===== config.mk =====
export PLATFORM = sky130hd
export DESIGN_NAME = butterfly_writeback_ctrl
export DESIGN_NICKNAME = d
export VERILOG_FILES = /design/src/rtl/fft_pkg.sv /design/src/rtl/fft_addr_delay_line.sv /design/src/rtl/butterfly_writeback_ctrl.sv
export SDC_FILE = /design/constraint.sdc
export NUM_CORES = 1
export LEC_CHECK = 0
export CAP_MARGIN = 20
export CORE_MARGIN = 5
export CORE_UTILIZATION = 47
export CTS_BUF_LIST = sky130_fd_sc_hd__clkbuf_4
export DETAILED_ROUTE_END_ITERATION = 6
export HOLD_SLACK_MARGIN = 0.08
export PLACE_DENSITY = 0.73
export SYNTH_ARGS = -nofsm -noshare
export SYNTH_HDL_FRONTEND = slang
export SYNTH_HIERARCHICAL = 1
export SYNTH_SLANG_ARGS = --single-unit

===== constraint.sdc =====
create_clock -name CLK -period 1.95 [get_ports CLK]
set_clock_uncertainty 0.05 [all_clocks]
set_input_delay 0.39 -clock CLK [delete_from_list [all_inputs] [get_ports CLK]]
set_output_delay 0.39 -clock CLK [all_outputs]
set_load 0.01 [all_outputs]

===== src/rtl/fft_pkg.sv =====
// Shared constants for the iterative FFT address path: FSM state encoding,
// butterflies-per-layer helper and the default butterfly datapath latency.
package fft_pkg;

    localparam int ST_W = 2;

    localparam logic [ST_W-1:0] ST_IDLE  = 2'd0;
    localparam logic [ST_W-1:0] ST_RUN   = 2'd1;
    localparam logic [ST_W-1:0] ST_DRAIN = 2'd2;

    localparam int LAT_DEFAULT = 3;

    // Butterflies per layer for a 2^awl point transform.
    function automatic int n_half(input int awl);
        return 1 << (awl - 1);
    endfunction

endpackage


===== src/rtl/fft_addr_delay_line.sv =====
// LAT-stage shift register carrying {valid, a, b}. Only the valid bits are
// cleared by reset; address stages are plain data flops.
module fft_addr_delay_line #(
    parameter int AWL = 5,
    parameter int LAT = 3
) (
    input  logic           CLK,
    input  logic           RST_N,
    input  logic           IN_VALID,
    input  logic [AWL-1:0] IN_A,
    input  logic [AWL-1:0] IN_B,
    output logic           OUT_VALID,
    output logic [AWL-1:0] OUT_A,
    output logic [AWL-1:0] OUT_B
);

    logic [LAT-1:0] vld_q;
    logic [AWL-1:0] a_q [LAT];
    logic [AWL-1:0] b_q [LAT];

    always_ff @(posedge CLK or negedge RST_N) begin
        if (!RST_N) begin
            vld_q <= '0;
        end else begin
            vld_q[0] <= IN_VALID;
            for (int i = 1; i < LAT; i++) begin
                vld_q[i] <= vld_q[i-1];
            end
        end
    end

    always_ff @(posedge CLK) begin
        a_q[0] <= IN_A;
        b_q[0] <= IN_B;
        for (int i = 1; i < LAT; i++) begin
            a_q[i] <= a_q[i-1];
            b_q[i] <= b_q[i-1];
        end
    end

    assign OUT_VALID = vld_q[LAT-1];
    assign OUT_A     = a_q[LAT-1];
    assign OUT_B     = b_q[LAT-1];

endmodule


===== src/rtl/butterfly_writeback_ctrl.sv =====
// Replays butterfly read addresses as in-place write addresses after the
// datapath latency and holds off reads at each layer boundary until drained.
module butterfly_writeback_ctrl
    import fft_pkg::*;
#(
    parameter int AWL = 5,
    parameter int LAT = LAT_DEFAULT
) (
    input  logic            CLK,
    input  logic            RST_N,
    input  logic            START,
    input  logic            RD_VALID,
    output logic            RD_READY,
    input  logic [AWL-1:0]  RD_A_ADDR,
    input  logic [AWL-1:0]  RD_B_ADDR,
    output logic            LAY_EN,
    output logic            WR_EN,
    output logic [AWL-1:0]  WR_A_ADDR,
    output logic [AWL-1:0]  WR_B_ADDR,
    output logic            BUSY,
    output logic            LAY_DONE,
    output logic            FRAME_DONE,
    output logic [ST_W-1:0] DBG_STATE
);

    // Read handshake: a read transfers on RD_VALID & RD_READY; RD_READY is
    // high only in RUN and never depends on RD_VALID.

    localparam logic [AWL-1:0] HALF_M1  = AWL'(n_half(AWL) - 1);
    localparam logic [AWL-1:0] LAY_LAST = AWL'(AWL - 1);

    logic [ST_W-1:0] state;
    logic [AWL-1:0]  rd_cnt;
    logic [AWL-1:0]  wr_cnt;
    logic [AWL-1:0]  lay_cnt;

    logic            rd_xfer;
    logic            last_rd;
    logic            lay_end;
    logic            last_lay;
    logic            tail_v;
    logic [AWL-1:0]  tail_a;
    logic [AWL-1:0]  tail_b;

    fft_addr_delay_line #(
        .AWL (AWL),
        .LAT (LAT)
    ) u_delay (
        .CLK       (CLK),
        .RST_N     (RST_N),
        .IN_VALID  (rd_xfer),
        .IN_A      (RD_A_ADDR),
        .IN_B      (RD_B_ADDR),
        .OUT_VALID (tail_v),
        .OUT_A     (tail_a),
        .OUT_B     (tail_b)
    );

    assign RD_READY = (state == ST_RUN);
    assign rd_xfer  = RD_VALID & RD_READY;
    assign last_rd  = rd_xfer && (rd_cnt == HALF_M1);
    assign lay_end  = tail_v && (wr_cnt == HALF_M1);
    assign last_lay = (lay_cnt == LAY_LAST);

    always_ff @(posedge CLK or negedge RST_N) begin
        if (!RST_N) begin
            state   <= ST_IDLE;
            rd_cnt  <= '0;
            wr_cnt  <= '0;
            lay_cnt <= '0;
        end else begin
            case (state)
                ST_IDLE: begin
                    if (START) begin
                        state   <= ST_RUN;
                        rd_cnt  <= '0;
                        wr_cnt  <= '0;
                        lay_cnt <= '0;
                    end
                end
                ST_RUN: begin
                    if (last_rd) state <= ST_DRAIN;
                end
                ST_DRAIN: ;
                default: state <= ST_IDLE;
            endcase

            if (rd_xfer) rd_cnt <= rd_cnt + AWL'(1);
            if (tail_v)  wr_cnt <= wr_cnt + AWL'(1);

            // Layer boundary overrides the increments above: all reads of
            // the layer are already in, so no transfer can coincide with it.
            if (lay_end) begin
                rd_cnt <= '0;
                wr_cnt <= '0;
                if (last_lay) begin
                    state <= ST_IDLE;
                end else begin
                    lay_cnt <= lay_cnt + AWL'(1);
                    state   <= ST_RUN;
                end
            end
        end
    end

    // Address stages are not reset, so gate them to keep outputs at 0 when idle.
    assign WR_EN      = tail_v;
    assign WR_A_ADDR  = tail_v ? tail_a : '0;
    assign WR_B_ADDR  = tail_v ? tail_b : '0;
    assign LAY_DONE   = lay_end;
    assign LAY_EN     = lay_end;
    assign FRAME_DONE = lay_end & last_lay;
    assign BUSY       = (state != ST_IDLE);
    assign DBG_STATE  = state;

endmodule


==> Implementation_results.wiki <==
{| class="wikitable"
! Metric !! Value
|-
| Top cells by area in the synthesized netlist || sky130_fd_sc_hd__dfxtp_1 (34%), sky130_fd_sc_hd__dfrtp_1 (28%), sky130_fd_sc_hd__buf_4 (4.7%), sky130_fd_sc_hd__ha_1 (4.2%), sky130_fd_sc_hd__and2_1 (3.9%)
|-
| Power per Cell Area || 1060 nW/um2
|-
| Most frequently used flop master after synthesis || sky130_fd_sc_hd__dfxtp_1
|-
| Detailed-router iteration count before antenna repair || 4
|-
| Pin count of the biggest net entering global routing || 21
|-
| Effective utilization at floorplan || 0.485
|-
| Total number of yosys warnings || 6
|-
| EDFF count, synth || 0
|-
| First-pass GRT wire length || 5.49 mm
|-
| Worst rel slew slack || 0.655
|-
| Synthesized flop and latch total || 50
|-
| LEAKAGE || 1.08 nW
|-
| Worst-case vdd ir drop || 0.740 mV
|-
| Startpoint type of the worst setup path || flop
|-
| Fraction of the yosys area taken by sequential cells || 0.620
|-
| Maximum clock rate || 503 MHz
|-
| Final global-route overflow total || 0
|-
| WL final || 3.42 mm
|-
| Area share of the largest cell type after synthesis || 0.338
|-
| Count of max-cap constraint violations || 0
|-
| Syn Nets || 168
|-
| Post-synthesis cell type count || 37
|-
| Global placement routability congestion || 0.754
|-
| Count of mapped cells out of synthesis || 148
|-
| Total GRT Usage || 0.138
|-
| Number of setup violations in the final report || 4
|-
| Average vias per placed instance || 4.98
|-
| Detailed-route DRC error count || 0
|-
| Post-synthesis cell type with the largest combined area || sky130_fd_sc_hd__dfxtp_1
|-
| Clock slew at reported path FFs || 0.15 ns
|-
| Detail-routed net length per standard cell || 13.9 um
|-
| Number of antenna violations at the first check in global routing || 0
|-
| Fin crit period || 1.99 ns
|-
| Mapped cell area || 1780 um2
|-
| Insertion delay to the later sink of the worst-skew pair || 0.37 ns
|-
| Worst Path Max Fanout || 3
|-
| Violated checks || negative setup slack
|-
| Site row count || 22
|-
| Outcome || finished, violations left
|-
| Least setup slack across all paths after layout || -0.0366 ns
|-
| First DRT Iteration DRCs || 42
|-
| Power, Total || 2.46 mW
|-
| Required arrival time at the worst endpoint || 1.51 ns
|-
| Overall via count from detail_route || 1224
|-
| Root buffer cell || sky130_fd_sc_hd__clkbuf_4
|-
| HP Class || input pin to async pin
|-
| Number of placed I/O pins || 32
|-
| Kind of critical path || flop to output port
|-
| Core Area || 3660 um2
|-
| Port bufs || 31
|-
| Maximum number of buffers from clock root to sink || 2
|-
| Kind of end point of the critical path || output port
|-
| Worst path arrival time || 1.55 ns
|-
| H-Tree Depth || 2
|-
| Share of post-route cells with drive strength above 1 || 0.253
|-
| Layout overhead on the synthesized area || 30.9%
|-
| Half-perimeter wire length after placement || 2.26 mm
|-
| Commonest cells in the synthesized netlist || sky130_fd_sc_hd__dfxtp_1 (30), sky130_fd_sc_hd__dfrtp_1 (20), sky130_fd_sc_hd__and2_1 (11), sky130_fd_sc_hd__buf_4 (11)
|-
| Setup repair after global routing missed its margin || yes
|-
| Most repeated cell in the gate-level netlist after synthesis || sky130_fd_sc_hd__dfxtp_1
|-
| Die X-Extent || 71.5 um
|-
| Final slew viol count || 0
|-
| Via count of the first global-routing pass || 1227
|-
| Die H || 71.5 um
|-
| CTS buffer count || 5
|-
| CTS tree || built
|-
| Detail Route Antenna Nets || 0
|-
| Final design utilization || 0.635
|-
| Least-Margin Pin Slew || 0.510 ns
|-
| Number of buffers added to fix hold violations after cts || 0
|-
| Async set-or-reset flop fraction in the synthesized netlist || 0.400
|-
| Average size of a mapped cell || 12.0 um2
|-
| Fin. Hold Viols || 0
|-
| Post-layout nets || 217
|-
| Ratio of final minimum period to clock period || 1.02
|-
| Number of antenna cells inserted || 0
|-
| Area enclosed by the die boundary || 5110 um2
|-
| Clk sinks || 50
|}
-- metrics by stage --
| stage | area (um2) | hold slack [ns] | worst slack (ns) | instances | TNS [ns] |
|---|---|---|---|---|---|
| detailed placement | 2130 | 0.262 | -0.162 | 224 | -0.453 |
| CTS | 2310 | 0.276 | -0.0539 | 244 | -0.144 |
| global route | 2320 | 0.290 | -0.112 | 246 | -0.421 |
| floorplan | 1780 | 0.0444 | 0.139 | 148 | 0 |
| global placement | 2130 | 0.260 | -0.0962 | 224 | -0.267 |
| finish | 2320 | 0.285 | -0.0366 | 246 | -0.106 |
-- critical path, cell delays in order (launching register included) --
cell and delay, ns:
sky130_fd_sc_hd__dfrtp_1 0.41, sky130_fd_sc_hd__ha_2 0.19, sky130_fd_sc_hd__and3_4 0.18, sky130_fd_sc_hd__ha_4 0.16, sky130_fd_sc_hd__nand2_4 0.07, sky130_fd_sc_hd__nor2_1 0.04, sky130_fd_sc_hd__buf_2 0.14
-- area by class of cell --
| class | instances | area, um2 |
|---|---|---|
| fill | 305 | 1340 |
| sequential | 50 | 1100 |
| multi-input combinational | 78 | 582 |
| timing repair buffer | 57 | 493 |
| tap | 48 | 60.1 |
| clock buffer | 5 | 37.5 |
| clock inverter | 3 | 28.8 |
| inverter | 5 | 18.8 |
-- timing repair --
item | CTS | global route
buffers inserted | 12 | 1
endpoints found under the setup margin | 17 | 11
cloned | 0 | 1
pin swaps | 3 | 2
gates resized for setup | 36 | 10
-- per-layer routing --
metal | GRT usage | vias to the layer above | share of wire
li1 | - | 595 | -
met1 | 0.154 | 595 | 0.42
met2 | 0.237 | 27 | 0.52
met3 | 0.0505 | 7 | 0.037
met4 | 0.0605 | 0 | 0.018
met5 | 0 | - | 0
-- cell families after synthesis --
group	count (synthesis)	share of synthesized area
xor+xnor	2	0.00987
mux	3	0.0204
compound gates	24	0.0973
flops	50	0.620
buf+inv	20	0.0677
fa+ha+maj	6	0.0423
simple gates	43	0.142
-- flip-flops by register name (all words and copies together), names as in the netlist --
signal,cells
lay_cnt,5
wr_cnt,5
u_delay/vld_q,3
rd_cnt,5
u_delay/a_q,15
DBG_STATE,2
u_delay/b_q,15
-- power by group --
group          switching [mW]  total (mW)  internal (mW)
Sequential             0.0964        1.28           1.18
Clock                   0.345       0.500          0.155
Combinational           0.302       0.686          0.383
Total                   0.744        2.46           1.72
-- cells in the final DEF, fill, tap and decap left out, drive strengths merged, types with 2 or more instances in the layout --
master	instances
a21o	3
a21oi	2
and2	11
and3	3
buf	29
clkbuf	7
clkdlybuf4s15	4
clkdlybuf4s50	15
clkinv	2
dfrtp	20
dfxtp	30
dlygate4sd2	6
ha	6
inv	6
mux2	2
nand2	6
nand2b	4
nand3	6
nor2	3
nor2b	3
nor3b	2
o211ai	2
o21ai	4
o22ai	4
o2bb2ai	2
xor2	2
-- final timing paths --
kind / startpoint / end / cells after the start / slack (ns)
setup / recovery: wr_cnt[0] / FRAME_DONE / 6 / -0.04
hold / removal: RST_N / lay_cnt[3] / 2 / 0.29
setup reg to reg: wr_cnt[0] / lay_cnt[1] / 9 / -0.01
hold reg to reg: u_delay/b_q[0][8] / u_delay/b_q[0][13] / 0 / 0.29
max in group asynchronous: RST_N / DBG_STATE[0] / 2 / 1.34
min in group CLK: u_delay/b_q[0][8] / u_delay/b_q[0][13] / 0 / 0.29
Power figures use the tool's default switching activity.
